## config.mk

```make
export PLATFORM = sky130hd
export DESIGN_NAME = mux_scan_ctrl
export DESIGN_NICKNAME = d
export VERILOG_FILES = /design/src/rtl/mux_scan_pkg.sv /design/src/rtl/mux_scan_dwell_cnt.sv /design/src/rtl/mux_scan_ctrl.sv
export SDC_FILE = /design/constraint.sdc
export NUM_CORES = 1
export LEC_CHECK = 0
export CAP_MARGIN = 5
export CORE_AREA = 4 4 42 44
export CTS_CLUSTER_DIAMETER = 50
export CTS_CLUSTER_SIZE = 16
export DETAILED_ROUTE_END_ITERATION = 10
export DIE_AREA = 0 0 46 48
export PLACE_DENSITY = 0.87
export RECOVER_POWER = 25
export SLEW_MARGIN = 20
export SYNTH_ARGS = -nofsm -noshare
export SYNTH_HDL_FRONTEND = slang
export SYNTH_SLANG_ARGS = --single-unit
```

## constraint.sdc

```tcl
create_clock -name clk -period 2.4 [get_ports clk]
set_input_delay 0.72 -clock clk [delete_from_list [all_inputs] [get_ports clk]]
set_output_delay 0.72 -clock clk [all_outputs]
set_load 0.005 [all_outputs]
```

## src/rtl/mux_scan_pkg.sv

```systemverilog
// Shared types and constants for the mux scan sequencer.
// The MUX_SCAN_CONT_EN macro selects continuous scanning in mux_scan_ctrl.
`timescale 1ns/1ps
package mux_scan_pkg;

    typedef enum logic [1:0] {
        IDLE   = 2'd0,
        SETTLE = 2'd1,
        HOLD   = 2'd2
    } state_t;

    localparam int DEF_NUM_CH = 4;
    localparam int DEF_SEL_W  = 2;
    localparam int DEF_DWELL  = 2;

    function automatic int clog2(input int v);
        int r;
        r = 0;
        for (int i = 0; i < 31; i++) begin
            if ((1 << i) < v) begin
                r = i + 1;
            end
        end
        return r;
    endfunction

    // DWELL=1 still needs a one-bit counter that simply stays at zero
    function automatic int cnt_w(input int dwell);
        return (clog2(dwell) < 1) ? 1 : clog2(dwell);
    endfunction

endpackage

```

## src/rtl/mux_scan_dwell_cnt.sv

```systemverilog
// Loadable down-counter timing the settle period on each channel.
`timescale 1ns/1ps
module mux_scan_dwell_cnt #(
    parameter int W = 1
) (
    input  logic         clk,
    input  logic         rst_n,
    input  logic         load,
    input  logic         en,
    input  logic [W-1:0] load_val,
    output logic         zero
);

    logic [W-1:0] cnt;

    always_ff @(posedge clk or negedge rst_n) begin
        if (!rst_n) begin
            cnt <= '0;
        end else if (load) begin
            cnt <= load_val;
        end else if (en && (cnt != '0)) begin
            cnt <= cnt - 1'b1;
        end
    end

    assign zero = (cnt == '0);

endmodule

```

## src/rtl/mux_scan_ctrl.sv

```systemverilog
// Steps a 4:1 mux select through every channel and captures y into a word.
// Define MUX_SCAN_CONT_EN for continuous scanning with a stop input.
`timescale 1ns/1ps
module mux_scan_ctrl
    import mux_scan_pkg::*;
#(
    parameter int NUM_CH = DEF_NUM_CH,
    parameter int SEL_W  = DEF_SEL_W,
    parameter int DWELL  = DEF_DWELL
) (
    input  logic              clk,
    input  logic              rst_n,
    input  logic              start,
`ifdef MUX_SCAN_CONT_EN
    input  logic              stop,
`endif
    input  logic              y,
    output logic [SEL_W-1:0]  sel,
    output logic              busy,
    output logic [NUM_CH-1:0] word,
    output logic              word_valid,
    input  logic              word_ready
);

    localparam int CW = cnt_w(DWELL);
    localparam logic [CW-1:0] RELOAD = CW'(DWELL - 1);
    localparam logic [SEL_W-1:0] LAST = SEL_W'(NUM_CH - 1);

    state_t state, state_nx;

    logic              cnt_load;
    logic              cnt_en;
    logic              cnt_zero;
    logic              go;
    logic              capture;
    logic              finish;
    logic              done;
    logic [NUM_CH-1:0] shadow;
    logic [NUM_CH-1:0] merged;

`ifdef MUX_SCAN_CONT_EN
    logic stop_q;
    logic stop_pend;

    always_ff @(posedge clk or negedge rst_n) begin
        if (!rst_n) begin
            stop_q    <= 1'b0;
            stop_pend <= 1'b0;
        end else begin
            stop_q <= stop;
            if (stop && !stop_q) begin
                stop_pend <= 1'b1;
            end else if (done) begin
                stop_pend <= 1'b0;
            end
        end
    end
`endif

    mux_scan_dwell_cnt #(
        .W (CW)
    ) u_cnt (
        .clk      (clk),
        .rst_n    (rst_n),
        .load     (cnt_load),
        .en       (cnt_en),
        .load_val (RELOAD),
        .zero     (cnt_zero)
    );

    always_ff @(posedge clk or negedge rst_n) begin
        if (!rst_n) begin
            state <= IDLE;
        end else begin
            state <= state_nx;
        end
    end

    always_comb begin
        state_nx = state;
        cnt_load = 1'b0;
        cnt_en   = 1'b0;
        go       = 1'b0;
        capture  = 1'b0;
        finish   = 1'b0;
        done     = 1'b0;
        unique case (state)
            IDLE: begin
                if (start) begin
                    state_nx = SETTLE;
                    cnt_load = 1'b1;
                    go       = 1'b1;
                end
            end
            SETTLE: begin
                if (!cnt_zero) begin
                    cnt_en = 1'b1;
                end else begin
                    capture = 1'b1;
                    if (sel != LAST) begin
                        cnt_load = 1'b1;
                    end else begin
                        finish   = 1'b1;
                        state_nx = HOLD;
                    end
                end
            end
            HOLD: begin
                if (word_ready) begin
                    done     = 1'b1;
                    state_nx = IDLE;
`ifdef MUX_SCAN_CONT_EN
                    if (!stop_pend) begin
                        state_nx = SETTLE;
                        cnt_load = 1'b1;
                        go       = 1'b1;
                    end
`endif
                end
            end
            default: state_nx = IDLE;
        endcase
    end

    always_comb begin
        merged      = shadow;
        merged[sel] = y;
    end

    // go follows done so a continuous restart keeps busy high
    always_ff @(posedge clk or negedge rst_n) begin
        if (!rst_n) begin
            sel        <= '0;
            busy       <= 1'b0;
            word       <= '0;
            word_valid <= 1'b0;
            shadow     <= '0;
        end else begin
            if (done) begin
                word_valid <= 1'b0;
                busy       <= 1'b0;
                sel        <= '0;
            end
            if (go) begin
                sel    <= '0;
                busy   <= 1'b1;
                shadow <= '0;
            end
            if (capture) begin
                shadow[sel] <= y;
                if (sel != LAST) begin
                    sel <= sel + 1'b1;
                end
            end
            if (finish) begin
                word       <= merged;
                word_valid <= 1'b1;
            end
        end
    end

endmodule
```

## Word-level counts from Yosys, hierarchy flattened

Index checks and enable logic that the tools add are counted.

| storage, ports and cells | value |
|---|---|
| bits of input ports | 5 |
| bits in registers | 15 |
| output and inout port bits | 8 |
| logic and storage cells | 59 |

| operators by class | value |
|---|---|
| eq/ne operators | 7 |
| order comparisons | 2 |
| reductions and logical operators | 7 |
| multiplexer cells | 34 |
| $add $sub $neg | 2 |

Operators with widths:

| cell | count |
|---|---|
| 1-bit 2-to-1 mux | 19 |
| 2-bit 2-to-1 mux | 8 |
| 2-bit inequality test, second input constant | 5 |
| 4-bit bitwise mux | 2 |
| 4-bit 2-to-1 mux | 2 |
| 2-bit case mux with 3 select lines | 1 |
| 2-bit nonzero test | 3 |
| 4-bit AND reduction | 1 |
| 2-bit by 3-bit less-than comparator with 1-bit output, second input constant | 1 |
| 2-bit by 1-bit adder with 2-bit output, second input constant | 1 |
| 1-bit demux with 2-bit select | 1 |
| 2-bit by 1-bit equality test with 1-bit output, second input constant | 1 |
| 2-bit equality test, second input constant | 1 |
| 2-bit by 1-bit >= comparator with 1-bit output, second input constant | 1 |
| 1-bit logical AND | 2 |
| 2-bit zero test | 1 |
| 1-bit case mux with 2 select lines | 1 |
| 1-bit subtractor, second input constant | 1 |

## Depth between registers and ports, before layout

Gate-level depths: netlist (run 1).

| logic depth | value |
|---|---|
| word-level depth | 6 |
| mapped depth | 5 |

## Modules after synthesis

Synthesis (run 1) repeated with hierarchy kept, for this count alone.

| second synthesis, totals | value |
|---|---|
| cells, all modules | 65 |
| area total of the unflattened synthesis | 709.4 um^2 |

Modules (own cells, without submodules):

| module | sequential area each (um^2) | cells each | area each (um^2) | instances |
|---|---|---|---|---|
| mux_scan_ctrl | 325.3 | 61 | 664.4 | 1 |
| mux_scan_dwell_cnt | 25.0 | 4 | 45.0 | 1 |

## Worst setup path before layout (run 1)

OpenSTA, ideal clock, no wires.

| timing path | value |
|---|---|
| path kind | register to register |
| from | register sel[0] |
| to | register sel[0] |
| path slack | 0.950 ns |
| required time | 2.273 ns |
| library setup time | 0.127 ns |
| path buffers | 0 |
| stages on the path, launching flop included | 5 |
| data arrival time | 1.324 ns |
| path through | dfrtp_1 ha_1 or4b_4 o211ai_1 o21ai_1 |

| on the way | value |
|---|---|
| longest elaborated chain between the ends | 4 |

RTL lines:

| element | RTL line | source |
|---|---|---|
| from (decl) | mux_scan_ctrl.sv:18 | `output logic [SEL_W-1:0] sel,` |
| from (signal assigned) | mux_scan_ctrl.sv:152 | `sel <= sel + 1'b1;` |
| parallel branches: the longest is 3 deep, another holds 2-bit by 1-bit adder with 2-bit output | n/a |  |
| 2-bit 2-to-1 mux (*) | mux_scan_ctrl.sv:149 | `if (capture) begin` |

Every way passes the cells marked *.
A chain may end at the register's enable or synchronous reset.

## Worst setup path in the final report (run 1)

| timing path | value |
|---|---|
| from | register sel[0] |
| to | output sel[0] |

No word-level cell between the ends.

==> results of run 1 <==
==> routing by layer <==
| metal | vias to the layer above | wire [um] | global-route usage, % |
|---|---|---|---|
| met1 | 243 | 579 | 16.9 |
| li1 | 254 | - | - |
| met3 | 2 | 77 | 6.02 |
| met4 | 0 | 12 | 1.70 |
| met2 | 12 | 696 | 22.8 |
| met5 | - | 0 | 0 |
==> flip-flops by register name, indices dropped and copies added (netlist names) <==
name        cells
word            4
shadow          3
busy            1
state           2
u_cnt.cnt       1
sel             2
word_valid      1
==> cell families after synthesis <==
family,after synthesis,synth area share (%)
AO/OA/AOI/OAI,21,19.6
adder cells (fa/ha/maj),4,7.07
buffers and inverters,11,7.24
flip-flops,14,49.5
multiplexers,5,7.24
AND/OR/NAND/NOR,9,9.36
==> how the worst max path moves through the flow <==
stage,startpoint,to,slack [ps],depth (start not counted)
after floorplan,sel[0],sel[0],950,4
after global placement,start,shadow[1],420,4
after detailed placement,start,shadow[2],400,4
after CTS,sel[0],sel[0],400,1
after global routing,sel[0],sel[0],340,1
final,sel[0],sel[0],420,1
==> power by group through the flow <==
stage          registers, mW  logic, mW  clock network, mW
2_1_floorplan          0.405      0.326                  0
3_3_place_gp           0.425      0.461                  0
3_5_place_dp           0.435      0.476                  0
4_1_cts                0.431      0.483              0.171
5_1_grt                0.448      0.530              0.182
6_report               0.431      0.476              0.167
==> stage by stage <==
stage / area (um^2) / util [%]
2_1_floorplan: 708 / -
3_3_place_gp: 823 / 57.3
3_5_place_dp: 823 / 57.3
4_1_cts: 860 / 59.8
5_1_grt: 860 / 59.8
6_report: 860 / 59.8
==> layout by cell type (no fill, tap or decap) <==
master / count
or4b_4: 1
dfrtp_1: 14
o21ai_0: 2
mux2_2: 1
mux2i_1: 4
inv_1: 7
clkbuf_4: 3
ha_1: 4
a311oi_1: 1
a21o_1: 1
nor3b_1: 1
nor3b_2: 1
a21oi_1: 8
nor2_1: 4
a31o_2: 1
o211ai_1: 2
dlygate4sd3_1: 1
o221ai_1: 1
clkbuf_8: 1
nand3_1: 1
a32o_1: 3
clkdlybuf4s50_1: 11
and4bb_1: 1
o21ai_1: 2
==> cell type report <==
cell class	count	area, um^2	share of cell area [%]
flip-flops and latches	14	350	40.8
multi-input cells	39	307	35.7
repair buffers	12	120	14.0
clock buffers	4	36.3	4.22
inverters	7	26.3	3.06
well taps	16	20.0	2.33
==> impl_metrics.env, run 1 <==
export IMPL_status="complete, no violations"
export IMPL_antenna_found_initial=0
export IMPL_hold_violations=0
export IMPL_synth_cells=64
export IMPL_power_density_nw_per_um2=1250
export IMPL_cp_cell_sequence="clkdlybuf4s50_1"
export IMPL_synth_area_per_cell_um2=11.1
export IMPL_postCtsHoldBufs=0
export IMPL_drc=0
export IMPL_clock_latency_ps=280
export IMPL_cts_setup_buffers=0
export IMPL_crit_path_start_kind="flip-flop"
export IMPL_yosys_warnings=0
export IMPL_skew_ps=6.25
export IMPL_yosysSeqAreaShare_pct=49.5
export IMPL_core_um2=1440
export IMPL_dp_cells=88
export IMPL_setup_viol=0
export IMPL_ctsResizeCount=0
export IMPL_ir_worst_vdd_uv=593
export IMPL_die_h_um=48
export IMPL_synthMostInstantiatedCell="dfrtp_1"
export IMPL_holdPathEnd="word_valid"
export IMPL_ys_ff_latch=14
export IMPL_tns_ps=0
export IMPL_min_path_cells=1
export IMPL_dieArea_um2=2210
export IMPL_synthFlopType="dfrtp_1"
export IMPL_end_kind="output port"
export IMPL_r2r_end="word[3]"
export IMPL_fmax_mhz=504
export IMPL_p_seq_share_pct=40.1
export IMPL_dp_hpwl_um=993
export IMPL_gp_congestion=0.817
export IMPL_worst_pin_slew_ps=619
export IMPL_yosys_top_cells_area="dfrtp_1 49%, ha_1 7.1%, a21oi_1 5.7%, mux2i_1 5.7%, a32o_1 4.2%"
export IMPL_start_util_pct=49.3
export IMPL_yosysTopAreaCellShare_pct=49.5
export IMPL_crit_type="flip-flop to output port"
export IMPL_layout_drive_gt1_share_pct=10.5
export IMPL_clk_pin_slew_ps=90
export IMPL_cts_max_level=1
export IMPL_relSlewSlack_pct=58.6
export IMPL_syn_to_final_growth_pct=21.4
export IMPL_p_int_mw=0.696
export IMPL_netlist_area_um2=708
export IMPL_nets=86
export IMPL_cts_num_sinks=14
export IMPL_grt_pass1_wl_um=2100
export IMPL_dpl_worst_slack_ps=405
export IMPL_cts_tree="done"
export IMPL_hold_path_class="flip-flop to flip-flop"
export IMPL_synth_commonest_cells="14 x dfrtp_1, 8 x a21oi_1, 7 x inv_1"
export IMPL_min_from="word_valid"
export IMPL_numPortBuffers=12
export IMPL_timing_final_max_slew_violations=0
export IMPL_grt_ovfl_total=0
export IMPL_antennaDiodeCount=0
export IMPL_setup_ws_ps=416
export IMPL_ant_nets=0
export IMPL_drt_wirelength_per_cell_um=14.8
export IMPL_grt_pass1_vias=440
export IMPL_worstPathArrival_ps=1260
export IMPL_viasPerCell=5.55
export IMPL_worstRegToRegCells=3
export IMPL_drv_cap=0
export IMPL_grt_max_degree=15
export IMPL_cts_root_buf="clkbuf_4"
export IMPL_rows=14
export IMPL_power_mw=1.07
export IMPL_synth_area_leader_cell="dfrtp_1"
export IMPL_timing_rr_start="sel[0]"
export IMPL_crit_required_ps=1680
export IMPL_reg2reg_slack_ps=810
export IMPL_synth_async_reset_ratio_pct=100
export IMPL_finalHoldWorstSlack_ps=483
export IMPL_path_delay_family="buffers and inverters"
export IMPL_worst_path_max_fanout=6
export IMPL_pwr_share_clk_pct=15.6
export IMPL_cts_buffer_depth=2
export IMPL_totalWireLength_um=1370
export IMPL_dr_first_iter_drc_count=12
export IMPL_cts_buffers=3
export IMPL_swShare_pct=35.2
export IMPL_synth_enable_flop_cells=0
export IMPL_fin_crit_sh_pct=82.6
export IMPL_finalCriticalPeriod_ps=1980
export IMPL_num_vias=511
export IMPL_grtUsageTotal_pct=13.7
export IMPL_pin_count=13
export IMPL_synthDistinctLibCells=23
export IMPL_worst_path_max_delay_cell="clkdlybuf4s50_1"
export IMPL_die_w_um=46
export IMPL_leakagePower_nw=0.373
export IMPL_p_sw_mw=0.378
export IMPL_crit_buf_inv=1
export IMPL_rsz0062_at_grt="false"
export IMPL_pwr_share_comb_pct=44.3
export IMPL_slowest_delay_ps=540
export IMPL_nFillCells=128
export IMPL_final_cells=92
export IMPL_synth_nets=73
export IMPL_drt_pre_antenna_iters=4
(Power assumes the default switching activity.)
==> inputs of run 2 (changes only) <==
--- a/config.mk
+++ b/config.mk
@@ -6,12 +6,12 @@
 export NUM_CORES = 1
 export LEC_CHECK = 0
 export CAP_MARGIN = 5
-export CORE_AREA = 4 4 42 44
+export CORE_AREA = 4 4 46 48
 export CTS_CLUSTER_DIAMETER = 50
 export CTS_CLUSTER_SIZE = 16
 export DETAILED_ROUTE_END_ITERATION = 10
-export DIE_AREA = 0 0 46 48
-export PLACE_DENSITY = 0.87
+export DIE_AREA = 0 0 50 52
+export PLACE_DENSITY = 0.78
 export RECOVER_POWER = 25
 export SLEW_MARGIN = 20
 export SYNTH_ARGS = -nofsm -noshare
==> constraint.sdc (replaced) <==
create_clock -name clk -period 1.65 [get_ports clk]
set_input_delay 0.495 -clock clk [delete_from_list [all_inputs] [get_ports clk]]
set_output_delay 0.495 -clock clk [all_outputs]
set_load 0.005 [all_outputs]
==> run 2 against run 1 <==
  * Clock power grew 46%
  * Routed wire length shrank 2.4%
  * Via count grew 3.1%
  * Worst setup slack lost 370 ps
  * Sequential power grew 39%
  * Power grew 48%
  * Register-to-register slack lost 760 ps
  * Sequential cell count is the same
  * Global-route usage shrank 2.0 points
==> impl_metrics.env, run 2 (synthesis gave the netlist of run 1 again) <==
export IMPL_reg_largest_list="word x4, shadow x3"
export IMPL_drt_wirelength_per_cell_um=12.2
export IMPL_rows=15
export IMPL_gp_congestion=0.685
export IMPL_nets=94
export IMPL_crit_type="flip-flop to flip-flop"
export IMPL_critPathLaunch="sel[0]"
export IMPL_grt_pass1_vias=505
export IMPL_drc=0
export IMPL_reg2reg_slack_ps=50
export IMPL_setup_viol=0
export IMPL_core_um2=1710
export IMPL_start_util_pct=41.5
export IMPL_timing_final_max_slew_violations=0
export IMPL_cts_num_sinks=14
export IMPL_grt_pass1_wl_um=2270
export IMPL_fmax_mhz=625
export IMPL_crit_required_ps=1810
export IMPL_multi_input_area_um2=309
export IMPL_worstPathArrival_ps=1760
export IMPL_layout_commonest_cell="dfrtp_1"
export IMPL_end_kind="flip-flop"
export IMPL_totalWireLength_um=1330
export IMPL_dr_first_iter_drc_count=5
export IMPL_cts_tree="done"
export IMPL_die_h_um=52
export IMPL_drt_pre_antenna_iters=4
export IMPL_worst_path_max_fanout=5
export IMPL_largest_register="word"
export IMPL_largest_register_ffs=4
export IMPL_antenna_found_initial=0
export IMPL_worstRegToRegCells=5
export IMPL_layout_drive_gt1_share_pct=19.0
export IMPL_cts_buffer_depth=2
export IMPL_grt_ovfl_total=0
export IMPL_leakagePower_nw=0.432
export IMPL_cts_max_level=1
export IMPL_hold_violations=0
export IMPL_viasPerCell=4.83
export IMPL_dp_hpwl_um=964
export IMPL_nFillCells=145
export IMPL_clock_latency_ps=270
export IMPL_seqCellArea_um2=350
export IMPL_ir_worst_vdd_uv=1020
export IMPL_clk_pin_slew_ps=90
export IMPL_fin_crit_sh_pct=97.0
export IMPL_ant_nets=0
export IMPL_worst_path_max_delay_cell="or4b_4"
export IMPL_worst_pin_slew_ps=765
export IMPL_num_vias=527
export IMPL_timing_rr_start="sel[0]"
export IMPL_syn_to_final_growth_pct=32.0
export IMPL_antennaDiodeCount=0
export IMPL_numPortBuffers=12
export IMPL_cts_buffers=3
export IMPL_finalHoldWorstSlack_ps=497
export IMPL_power_density_nw_per_um2=1700
export IMPL_skew_ps=0.770
export IMPL_final_cell_mix="14 x dfrtp_1, 8 x a21oi_1, 7 x inv_1, 7 x buf_4"
export IMPL_grt_max_degree=15
export IMPL_postCtsHoldBufs=0
export IMPL_grtUsageTotal_pct=11.7
export IMPL_setup_worst_path_end="sel[1]"
export IMPL_relSlewSlack_pct=49.0
export IMPL_dieArea_um2=2600
export IMPL_cts_root_buf="clkbuf_4"
export IMPL_crit_path_start_kind="flip-flop"
export IMPL_slowest_delay_ps=550
export IMPL_pin_count=13
export IMPL_status="complete, no violations"
export IMPL_die_w_um=50
export IMPL_power_mw=1.59
export IMPL_finalCriticalPeriod_ps=1600
export IMPL_r2r_end="sel[1]"
export IMPL_drv_cap=0
export IMPL_hold_path_class="flip-flop to flip-flop"
export IMPL_cp_cell_sequence="buf_4 > ha_2 > or4b_4 > o211ai_1 > o21ai_1"
run 2: changes by cell type in the layout (fill, tap and decap cells not counted):
cell	delta
clkdlybuf4s50_1	-8
buf_4	+7
dlygate4sd2_1	+4
dlymetal6s2s_1	+4
clkbuf_1	+1
ha_1	-1
ha_2	+1
run 2: worst min path at each step:
| stage | start | to | slack (ps) | cells past startpoint |
|---|---|---|---|---|
| 2_1_floorplan | rst_n | busy | 200 | 0 |
| 4_1_cts | word_valid | word_valid | 500 | 1 |
| 3_3_place_gp | word_valid | word_valid | 460 | 1 |
| 6_report | shadow[1] | shadow[1] | 500 | 1 |
| 5_1_grt | shadow[1] | shadow[1] | 520 | 1 |
| 3_5_place_dp | word_valid | word_valid | 480 | 1 |
run 2: final cells by class:
type                       instances  area share (%)
sequential                        14            37.5
inverter                           7            2.81
timing repair buffer              20            19.4
multi-input combinational         39            33.1
clock buffer                       4            3.88
tap                               25            3.35
run 2: timing repair:
| item | 4_1_cts | 5_1_grt |
|---|---|---|
| buffers inserted | 2 | 2 |
| pin swaps | 0 | 1 |
| resized for setup | 4 | 5 |
| endpoints found under the setup margin | 4 | 6 |
| endpoints found under the hold margin | 0 | 0 |
run 2: critical path: cells and delay by family, from the launching register on:
kind,cells,cell delay [ps]
adder cells (fa/ha/maj),1,200
AND/OR/NAND/NOR,1,550
flip-flops,1,390
AO/OA/AOI/OAI,2,200
buffers and inverters,1,150
run 2: metal layers:
| metal | vias up | GRT usage (%) | wire length (um) |
|---|---|---|---|
| met2 | 12 | 18.9 | 641 |
| met5 | - | 0 | 0 |
| met1 | 243 | 15.3 | 630 |
| li1 | 270 | - | - |
| met3 | 2 | 1.72 | 46 |
| met4 | 0 | 5.53 | 13 |
run 2: power by group:
part	leakage, nW	switching [mW]	internal (mW)	total [mW]
combinational	0.249	0.330	0.422	0.751
sequential	0.162	0.111	0.487	0.598
clock	0.0210	0.109	0.134	0.243
run 2: through the flow:
stage               setup TNS, ps  cells  utilization, %  instance area, um^2  setup WS (ps)
floorplan                       0     64               -                  708            200
global placement            -43.3    101            50.6                  865          -21.8
detailed placement          -67.7    101            50.6                  865          -29.1
CTS                             0    107            53.3                  911           7.42
global route                -5.17    109            54.7                  935          -3.41
finish                          0    109            54.7                  935           49.6
